[config.mk]
export PLATFORM = sky130hd
export DESIGN_NAME = acc_alu_sequencer
export DESIGN_NICKNAME = d
export VERILOG_FILES = /design/src/rtl/acc_alu_sequencer.sv
export SDC_FILE = /design/constraint.sdc
export NUM_CORES = 1
export LEC_CHECK = 0
export CAP_MARGIN = 30
export CORE_MARGIN = 2
export CORE_UTILIZATION = 65
export CTS_BUF_LIST = sky130_fd_sc_hd__clkbuf_8 sky130_fd_sc_hd__clkbuf_16
export DETAILED_ROUTE_END_ITERATION = 6
export GPL_TIMING_DRIVEN = 0
export PLACE_DENSITY = 0.81
export SYNTH_ARGS = -nofsm -noshare
export SYNTH_HDL_FRONTEND = slang
export SYNTH_SLANG_ARGS = --single-unit
[constraint.sdc]
create_clock -name clk -period 6.95 [get_ports clk]
set_clock_uncertainty 0.05 [all_clocks]
set_input_delay 2.085 -clock clk [delete_from_list [all_inputs] [get_ports clk]]
set_output_delay 2.085 -clock clk [all_outputs]
set_load 0.02 [all_outputs]
[src/rtl/acc_alu_sequencer.sv]
// acc_alu_sequencer: runs small programs from a 16-byte local store against an
// 8-bit accumulator. Host loads bytes and pulses start while IDLE; the block
// alternates FETCH/EXEC until HALT or the step limit, then pulses done.
// Handshake: prog_we and start are single-cycle strobes accepted only in IDLE;
// done is a one-cycle completion pulse; busy covers FETCH and EXEC.
module acc_alu_sequencer #(
    parameter int ADDR_W    = 4,
    parameter int MAX_STEPS = 256
) (
    input  logic              clk,
    input  logic              rst,
    input  logic              prog_we,
    input  logic [ADDR_W-1:0] prog_addr,
    input  logic [7:0]        prog_data,
    input  logic              start,
    output logic              busy,
    output logic              done,
    output logic              err,
    output logic [7:0]        acc,
    output logic [ADDR_W-1:0] pc
);

    localparam int DEPTH  = 1 << ADDR_W;
    localparam int STEP_W = $clog2(MAX_STEPS + 1);

    localparam logic [3:0] OP_NOP  = 4'b0000;
    localparam logic [3:0] OP_ADD  = 4'b0001;
    localparam logic [3:0] OP_SUB  = 4'b0010;
    localparam logic [3:0] OP_AND  = 4'b0011;
    localparam logic [3:0] OP_OR   = 4'b0100;
    localparam logic [3:0] OP_NOT  = 4'b0101;
    localparam logic [3:0] OP_LDI  = 4'b0110;
    localparam logic [3:0] OP_JNZ  = 4'b0111;
    localparam logic [3:0] OP_HALT = 4'b1111;

    typedef enum logic [1:0] {
        S_IDLE  = 2'd0,
        S_FETCH = 2'd1,
        S_EXEC  = 2'd2,
        S_DONE  = 2'd3
    } state_t;

    state_t              state_q, state_d;
    logic [7:0]          acc_q, acc_d;
    logic [ADDR_W-1:0]   pc_q, pc_d;
    logic [7:0]          ir_q, ir_d;
    logic [STEP_W-1:0]   step_q, step_d;
    logic                err_q, err_d;
    logic                busy_q, busy_d;
    logic                done_q, done_d;

    logic [7:0]          mem [DEPTH];
    logic                mem_we;
    logic [7:0]          imm;
    logic [3:0]          op;

    assign mem_we = (state_q == S_IDLE) && prog_we;
    assign imm    = {4'b0000, ir_q[7:4]};
    assign op     = ir_q[3:0];

    // Program store: no reset so contents survive rst; writes only while IDLE.
    always_ff @(posedge clk) begin
        if (mem_we) begin
            mem[prog_addr] <= prog_data;
        end
    end

    // Next-state and datapath decode for the sequencer.
    always_comb begin
        state_d = state_q;
        acc_d   = acc_q;
        pc_d    = pc_q;
        ir_d    = ir_q;
        step_d  = step_q;
        err_d   = err_q;
        case (state_q)
            S_IDLE: begin
                if (start) begin
                    acc_d   = 8'h00;
                    pc_d    = '0;
                    step_d  = '0;
                    err_d   = 1'b0;
                    state_d = S_FETCH;
                end
            end
            S_FETCH: begin
                ir_d    = mem[pc_q];
                pc_d    = pc_q + ADDR_W'(1);
                state_d = S_EXEC;
            end
            S_EXEC: begin
                step_d = step_q + STEP_W'(1);
                case (op)
                    OP_NOP: ;
                    OP_ADD: acc_d = acc_q + imm;
                    OP_SUB: acc_d = acc_q - imm;
                    OP_AND: acc_d = acc_q & imm;
                    OP_OR:  acc_d = acc_q | imm;
                    OP_NOT: acc_d = ~acc_q;
                    OP_LDI: acc_d = imm;
                    OP_JNZ: begin
                        if (acc_q != 8'h00) begin
                            pc_d = ADDR_W'(ir_q[7:4]);
                        end
                    end
                    default: ;
                endcase
                if (op == OP_HALT) begin
                    state_d = S_DONE;
                end else if (step_q == STEP_W'(MAX_STEPS - 1)) begin
                    // Runaway guard: this was the last allowed step.
                    err_d   = 1'b1;
                    state_d = S_DONE;
                end else begin
                    state_d = S_FETCH;
                end
            end
            S_DONE: begin
                state_d = S_IDLE;
            end
            default: begin
                state_d = S_IDLE;
            end
        endcase
        busy_d = (state_d == S_FETCH) || (state_d == S_EXEC);
        done_d = (state_d == S_DONE);
    end

    // State and registered outputs; rst aborts any run immediately.
    always_ff @(posedge clk or posedge rst) begin
        if (rst) begin
            state_q <= S_IDLE;
            acc_q   <= 8'h00;
            pc_q    <= '0;
            ir_q    <= 8'h00;
            step_q  <= '0;
            err_q   <= 1'b0;
            busy_q  <= 1'b0;
            done_q  <= 1'b0;
        end else begin
            state_q <= state_d;
            acc_q   <= acc_d;
            pc_q    <= pc_d;
            ir_q    <= ir_d;
            step_q  <= step_d;
            err_q   <= err_d;
            busy_q  <= busy_d;
            done_q  <= done_d;
        end
    end

    assign busy = busy_q;
    assign done = done_q;
    assign err  = err_q;
    assign acc  = acc_q;
    assign pc   = pc_q;

endmodule
* Yosys cells after proc, flatten, opt, wreduce, memory -nomap -nowiden *
Memories as Yosys holds them, arrays and structs flattened. A register that Yosys moved wholly into a read port is not among the register bits.
Index checks and enable logic that the tools add are counted.

word-level totals
  bits in registers = 26
  bits in writable memories = 128
  input bits = 16
  output and inout port bits = 15
  logic and storage cells = 65
  memories = 1

memories
  memory  words  width  read ports  clocked after Yosys merged registers in  write ports  line  source
  mem     16     8      1           1                                        1            52    logic [7:0] mem [DEPTH];

operators by class
  add/subtract/negate cells = 4
  equal/unequal tests = 21
  multiplexer cells = 19
  bitwise operators = 3
  reductions and logical operators = 10

operators with widths
  operator                                                number
  one-hot mux 8 bit (6 select lines)                      1
  one-hot mux 9 bit (2 select lines)                      1
  equality test 4 x 3 -> 1 bit (second input constant)    4
  one-hot mux 8 bit (2 select lines)                      1
  2-to-1 mux 4 bit                                        3
  one-hot mux 4 bit (3 select lines)                      1
  adder 9 x 1 -> 9 bit (second input constant)            1
  equality test 9 x 8 -> 1 bit (second input constant)    1
  2-to-1 mux 9 bit                                        1
  adder 8 x 4 -> 8 bit                                    1
  bitwise AND 8 x 4 -> 8 bit                              1
  equality test 2 bit (second input constant)             4
  equality test 4 x 2 -> 1 bit (second input constant)    2
  2-to-1 mux 8 bit                                        1
  inequality test 2 bit (second input constant)           4
  NOT 8 bit                                               1
  OR 8 x 4 -> 8 bit                                       1
  one-hot mux 2 bit (4 select lines)                      1
  AND reduction 4 bit                                     2
  nonzero test 8 bit                                      1
  subtractor 8 x 4 -> 8 bit                               1
  inequality test 7 x 1 -> 1 bit (second input constant)  1
  2-to-1 mux 2 bit                                        3
  2-to-1 mux 1 bit                                        5
  other kinds (13)                                        14

* Depth between registers and ports, before layout *
Gate-level depths: netlist of run 1.

  depth after elaboration = 6
  gate-level depth with buffers = 12
  gate-level depth less buffers = 11

* Worst setup path after synthesis of run 1 *
OpenSTA, ideal clock, no wires.

  path type = input port to flip-flop
  from = in prog_we
  to = mem mem[0][0] (enable)
  library setup time = 0.383 ns
  arrival time = 3.121 ns
  setup slack = 3.396 ns
  stages on the path = 3
  path buffers = 0
  cell sequence = nand2_1 or3_1 nor3_1

on the way
  longest elaborated chain between the ends = 3

ends and longest elaborated chain
  element                                 line  source
  from (decl)                             12    input logic prog_we,
  logical AND 1 bit                       57    assign mem_we = (state_q == S_IDLE) && prog_we;
  2-to-1 mux 1 bit                        63    if (mem_we) begin
  2-to-1 mux 1 bit (implied by the code)  64    mem[prog_addr] <= prog_data;
  to (decl)                               52

Every way passes these cells.

* Final worst setup path of run 1 *
  from = in prog_we
  to = mem mem[12][3] (enable)

The elaborated chain is that of the path after synthesis.

==> results.ini, run 1 <==
[layout]
finalNetCount=573
fin_util=0.769
fill_cells=649
drive_above_1_share=0.157
antenna_cells=0
area_growth_pct=14.4

[floorplan]
die_w_microns=110
pin_count=31
start_util=0.672
rows=38
die_area_sq_um=12200
fp.dieH_microns=110
core_area_sq_um=10900

[worst_setup_path]
worstPathMaxFanout=8
required_ns=6.95
start_kind=input pin
crit_arrival_ns=3.73
end_kind=flip-flop
crit_type=in -> reg

[clocking]
cts_resized=0
clkTransAtPathRegs_ns=0.06
worst_skew_pair.late_latency_ns=0.42
cts.sinks=162
cts-htree-levels=4
cts_setup_buffers=0
tritoncts=yes
cts-buffers-inserted=17
ctsHoldBuffers=0
root_buffer=clkbuf_16
clockBufferDepth=2

[timing]
fin_crit_sh=0.536
period_needed_ns=3.72
finalMaxSlewViolations=0
setup_viol=0
tightest_slew_ns=0.819
hold_viol_final=0
finalSetupTns_ns=0
relSlewSlack=0.452
rsz0062_at_grt=no
fmaxAchievable_mhz=268

[logic_synthesis]
synthesis.nets=519
yosysSeqAreaShare=0.639
synth_edf_count=128
ys_async_sr_fraction=0.210
synth_top_area_frac=0.523
synth_cells=483
ys_warn_count=0
synthFlopType=edfxtp_1
ys_ff_latch=162
synth.distinct_cells=55
synth_top_area_cell=edfxtp_1
synthTopCellsByArea=edfxtp_1 (52%), dfrtp_1 (12%), mux4_1 (5.7%)
syn_avg_cell_area_sq_um=15.2
syn_area_sq_um=7350

[pwr]
p_leak_nw=2.99
p_per_area_nw_per_um2=382
ir_drop_mv=0.326

[min_path]
holdCritPathClass=reg -> reg

[routing]
drc=0
drtIter0Drc=516
post_drt_via_cell_ratio=6.41
via_count=4418
wl_per_cell_microns=22.0
routed_wl_mm=15.2
ant_nets=0
drtPass1Iterations=5

[grt]
grt_max_degree=21
grt_usage=0.276
grt_pass1_wl_mm=23.7
grt.overflow.total=0
antenna_found_initial=0
grt_pass1_vias=4371

[placement]
io_buffers=30
place_congestion=0.892
hpwl_mm=9.92

[run]
maxCapViolCount=0

[outcome]
status=complete, no violations

==> final cells by class <==
class,instances,area (sq um),share of cell area
sequential,162,4690,0.558
multi-input combinational,280,2430,0.289
clock buffer,17,425,0.0506
timing repair buffer,35,348,0.0413
tap,140,175,0.0208
buffer,21,150,0.0178
clock inverter,14,114,0.0135
inverter,20,75.1,0.00892
==> placed cells by master (no fill, tap or decap), types with 11 or more instances in the layout <==
cell	count
edfxtp_1	128
mux2_2	17
dfrtp_1	34
a22oi_1	11
mux4_2	16
mux4_1	16
nor2_1	36
clkbuf_16	17
inv_1	20
ha_1	19
o21ai_0	21
clkdlybuf4s50_1	30
nand2_1	36
a21oi_1	11
==> state kept, by name, indices dropped and copies added (netlist names) <==
signal,cells
step_q,9
state_q,2
acc,8
done,1
busy,1
pc,4
err,1
ir_q,8
mem,128
==> kinds of logic (layout without fill, tap and decap cells) <==
kind of cell	Yosys count	count (layout)	synth area share
buffers and inverters	41	107	0.0306
and+or+nand+nor	115	115	0.0720
muxes	51	51	0.135
AOI/OAI and AO/OA	86	86	0.0793
DFF	162	162	0.639
adders and majority gates	20	20	0.0351
xor gates and xnor gates	8	8	0.00953
==> worst paths after layout <==
| kind | start | end | cells past startpoint | slack, ns |
|---|---|---|---|---|
| worst max-delay path | prog_we | mem[12][3] | 4 | 3.23 |
| worst min-delay path | step_q[7] | step_q[7] | 1 | 0.43 |
| worst max register to register | ir_q[0] | acc[6] | 11 | 3.96 |
| worst min register to register | step_q[7] | step_q[7] | 1 | 0.43 |
| max in group asynchronous | rst | step_q[5] | 3 | 4.35 |
| min in group asynchronous | rst | pc[0] | 2 | 1.98 |
==> critical path, stage by stage <==
cell and delay [ns]:
clkdlybuf4s50_1 0.49, nand2_1 0.10, or3_1 0.39, nor2_1 0.65
==> cells in the mapped netlist, drive strengths merged (7+ instances only) <==
library cell	n
mux2	17
o31ai	8
a21oi	11
nand3	7
edfxtp	128
dfrtp	34
nand2	36
nor3	11
buf	15
o21ai	25
ha	19
mux4	32
nor2	36
a22oi	11
nand2b	7
inv	20
==> through the flow <==
stage	instances	instance area (sq um)	power [W]	hold slack, ns	worst slack [ns]
final	689	8410	0.00321	0.433	3.23
after global routing	689	8410	0.00337	0.465	3.15
after CTS	689	8410	0.00322	0.433	3.24
after detailed placement	658	7880	0.00235	0.425	2.78
after global placement	653	7830	0.00231	0.411	2.47
after floorplan	483	7350	0.00203	0.394	3.40
==> routing by layer <==
layer  share of wire  global-route usage  vias up  routed length [microns]
li1                -                   -     2003                        -
met1            0.40               0.352     2201                     6080
met2            0.51               0.468      192                     7790
met3           0.073              0.0805       22                     1110
met4           0.012              0.0750        0                      186
met5               0                   0        -                        0
==> power by group <==
| part | total (W) | leakage [nW] | internal (W) | switching (W) |
|---|---|---|---|---|
| Combinational | 0.00116 | 1.13 | 0.000507 | 0.000652 |
| Sequential | 0.00120 | 1.60 | 0.00112 | 0.0000710 |
| Clock | 0.000859 | 0.258 | 0.000487 | 0.000372 |
| Total | 0.00321 | 2.99 | 0.00212 | 0.00109 |
(Power assumes the default switching activity.)
==> run 2: changes to the inputs <==
--- a/config.mk
+++ b/config.mk
@@ -7,11 +7,11 @@
 export LEC_CHECK = 0
 export CAP_MARGIN = 30
 export CORE_MARGIN = 2
-export CORE_UTILIZATION = 65
+export CORE_UTILIZATION = 55
 export CTS_BUF_LIST = sky130_fd_sc_hd__clkbuf_8 sky130_fd_sc_hd__clkbuf_16
 export DETAILED_ROUTE_END_ITERATION = 6
 export GPL_TIMING_DRIVEN = 0
-export PLACE_DENSITY = 0.81
+export PLACE_DENSITY = 0.72
 export SYNTH_ARGS = -nofsm -noshare
 export SYNTH_HDL_FRONTEND = slang
 export SYNTH_SLANG_ARGS = --single-unit
==> constraint.sdc (replaced) <==
create_clock -name clk -period 3 [get_ports clk]
set_clock_uncertainty 0.05 [all_clocks]
set_input_delay 0.9 -clock clk [delete_from_list [all_inputs] [get_ports clk]]
set_output_delay 0.9 -clock clk [all_outputs]
set_load 0.02 [all_outputs]
==> results.ini, run 2 (synthesized netlist as in run 1, its figures left out) <==
[outcome]
status=complete, no violations

[clocking]
root_buffer=clkbuf_16
cts.sinks=162
clkTransAtPathRegs_ns=0.07
cts-buffers-inserted=17
tritoncts=yes
worst_skew_pair.late_latency_ns=0.43
cts-htree-levels=4
clockBufferDepth=2

[placement]
dpl_cell_area_sq_um=7920
hpwl_mm=10.4
io_buffers=30
dp_cells=694
place_congestion=0.892

[pwr]
ir_drop_mv=0.623
p_per_area_nw_per_um2=900
p_leak_nw=3.04
power_w=0.00770

[routing]
routed_wl_mm=15.4
wl_per_cell_microns=21.1
via_count=4338
drc=0
ant_nets=0
drtIter0Drc=326
drtPass1Iterations=5
post_drt_via_cell_ratio=5.96

[timing]
hold_viol_final=0
rsz0062_at_grt=no
period_needed_ns=2.88
fin_crit_sh=0.960
fmaxAchievable_mhz=347
tightest_slew_ns=0.869
relSlewSlack=0.420
setup_viol=0
finalMaxSlewViolations=0
finalSetupTns_ns=0

[floorplan]
die_area_sq_um=14300
core_area_sq_um=13100
fp.dieH_microns=120
rows=42
die_w_microns=120
start_util=0.560
pin_count=31

[min_path]
whs_endpoint=step_q[7]
min_from=step_q[7]
holdCritPathClass=reg -> reg
holdPathStages=1

[grt]
grt_use_met1=0.278
grt_pass1_vias=4437
antenna_found_initial=1
grt_max_degree=23
grt_usage=0.228
grt.overflow.total=0
use_met3=0.0561
top_usage_layer=met2
globalRouteMet2Util=0.399
grt_pass1_wl_mm=24.0

[worst_setup_path]
crit_type=reg -> reg
end_kind=flip-flop
crit_family=compound AO/OA/AOI/OAI gates
crit_arrival_ns=3.15
required_ns=3.26
worstPathMaxFanout=9
rr_startpoint=ir_q[0]
crit_path_cell_trace=buf_2 -> nand2b_1 -> nor3_4 -> mux2_2 -> fa_1 -> inv_1 -> a21o_1 -> a21oi_1 -> o21ai_1 -> xor2_1 -> a221o_1
start_kind=flip-flop
timing.rr.end=acc[6]
rr_worst_depth=11
cp_num_buf_inv=2
slowest_delay_ns=0.44
slowest_stage=fa_1
reg2reg_slack_ns=0.12

[layout]
antenna_cells=0
layoutNonFillerInstCount=728
final_common_cell=edfxtp_1
largest_register_ffs=128
postLayoutCellArea_sq_um=8560
area_growth_pct=16.4
top_regs=mem (128), step_q (9)
mostFrequentLayoutCells=edfxtp_1 (128), nand2_1 (36), nor2_1 (36)
drive_above_1_share=0.167
top_register=mem
finalNetCount=575

[run]
maxCapViolCount=0

run 2: how the worst max path moves through the flow:
stage / start / to / slack, ns / cells after the start
floorplan: ir_q[0] / acc[6] / 0.27 / 11
global placement: prog_we / mem[0][0] / -0.31 / 4
detailed placement: prog_we / mem[0][0] / -0.01 / 5
CTS: ir_q[0] / acc[6] / 0.07 / 11
global route: ir_q[0] / acc[6] / 0.001 / 11
finish: ir_q[0] / acc[6] / 0.12 / 11
run 2: worst register-to-register path: stages, from the launching register on:
cell and delay [ns]:
dfrtp_1 0.37, buf_2 0.17, nand2b_1 0.21, nor3_4 0.28, mux2_2 0.40, fa_1 0.44, inv_1 0.08, a21o_1 0.11
a21oi_1 0.09, o21ai_1 0.17, xor2_1 0.09, a221o_1 0.31
run 2: area by class of cell:
type	instances	area (sq um)
Sequential cell	162	4690
Fill cell	953	4580
Multi-Input combinational cell	280	2440
Clock buffer	17	425
Timing Repair Buffer	37	360
Tap cell	176	220
Clock inverter	15	191
Buffer	21	150
Inverter	20	75.1
run 2: repair_timing:
| action | CTS | global route |
|---|---|---|
| cloned | 0 | 0 |
| hold buffers | 0 | 0 |
| setup endpoints to repair | 1 | 1 |
| setup buffers | 0 | 2 |
| pin swaps | 0 | 1 |
| resized for setup | 1 | 1 |
run 2: metrics by stage:
step	utilization	worst slack [ns]	hold slack [ns]
after global routing	0.651	0.00149	0.472
after detailed placement	0.603	-0.0129	0.423
after global placement	0.599	-0.308	0.412
after floorplan	-	0.273	0.394
final	0.651	0.119	0.435
after CTS	0.650	0.0725	0.436
run 2: layer usage:
metal / vias up / share of wire
met4: 2 / 0.017
met1: 2181 / 0.41
met2: 125 / 0.53
li1: 2007 / -
met3: 23 / 0.044
met5: - / 0.00085
run 2: report_power, final:
group / internal [W] / total, W / switching, W
sequential: 0.00260 / 0.00278 / 0.000173
clock: 0.00120 / 0.00221 / 0.00101
combinational: 0.00119 / 0.00271 / 0.00153
total: 0.00499 / 0.00770 / 0.00271
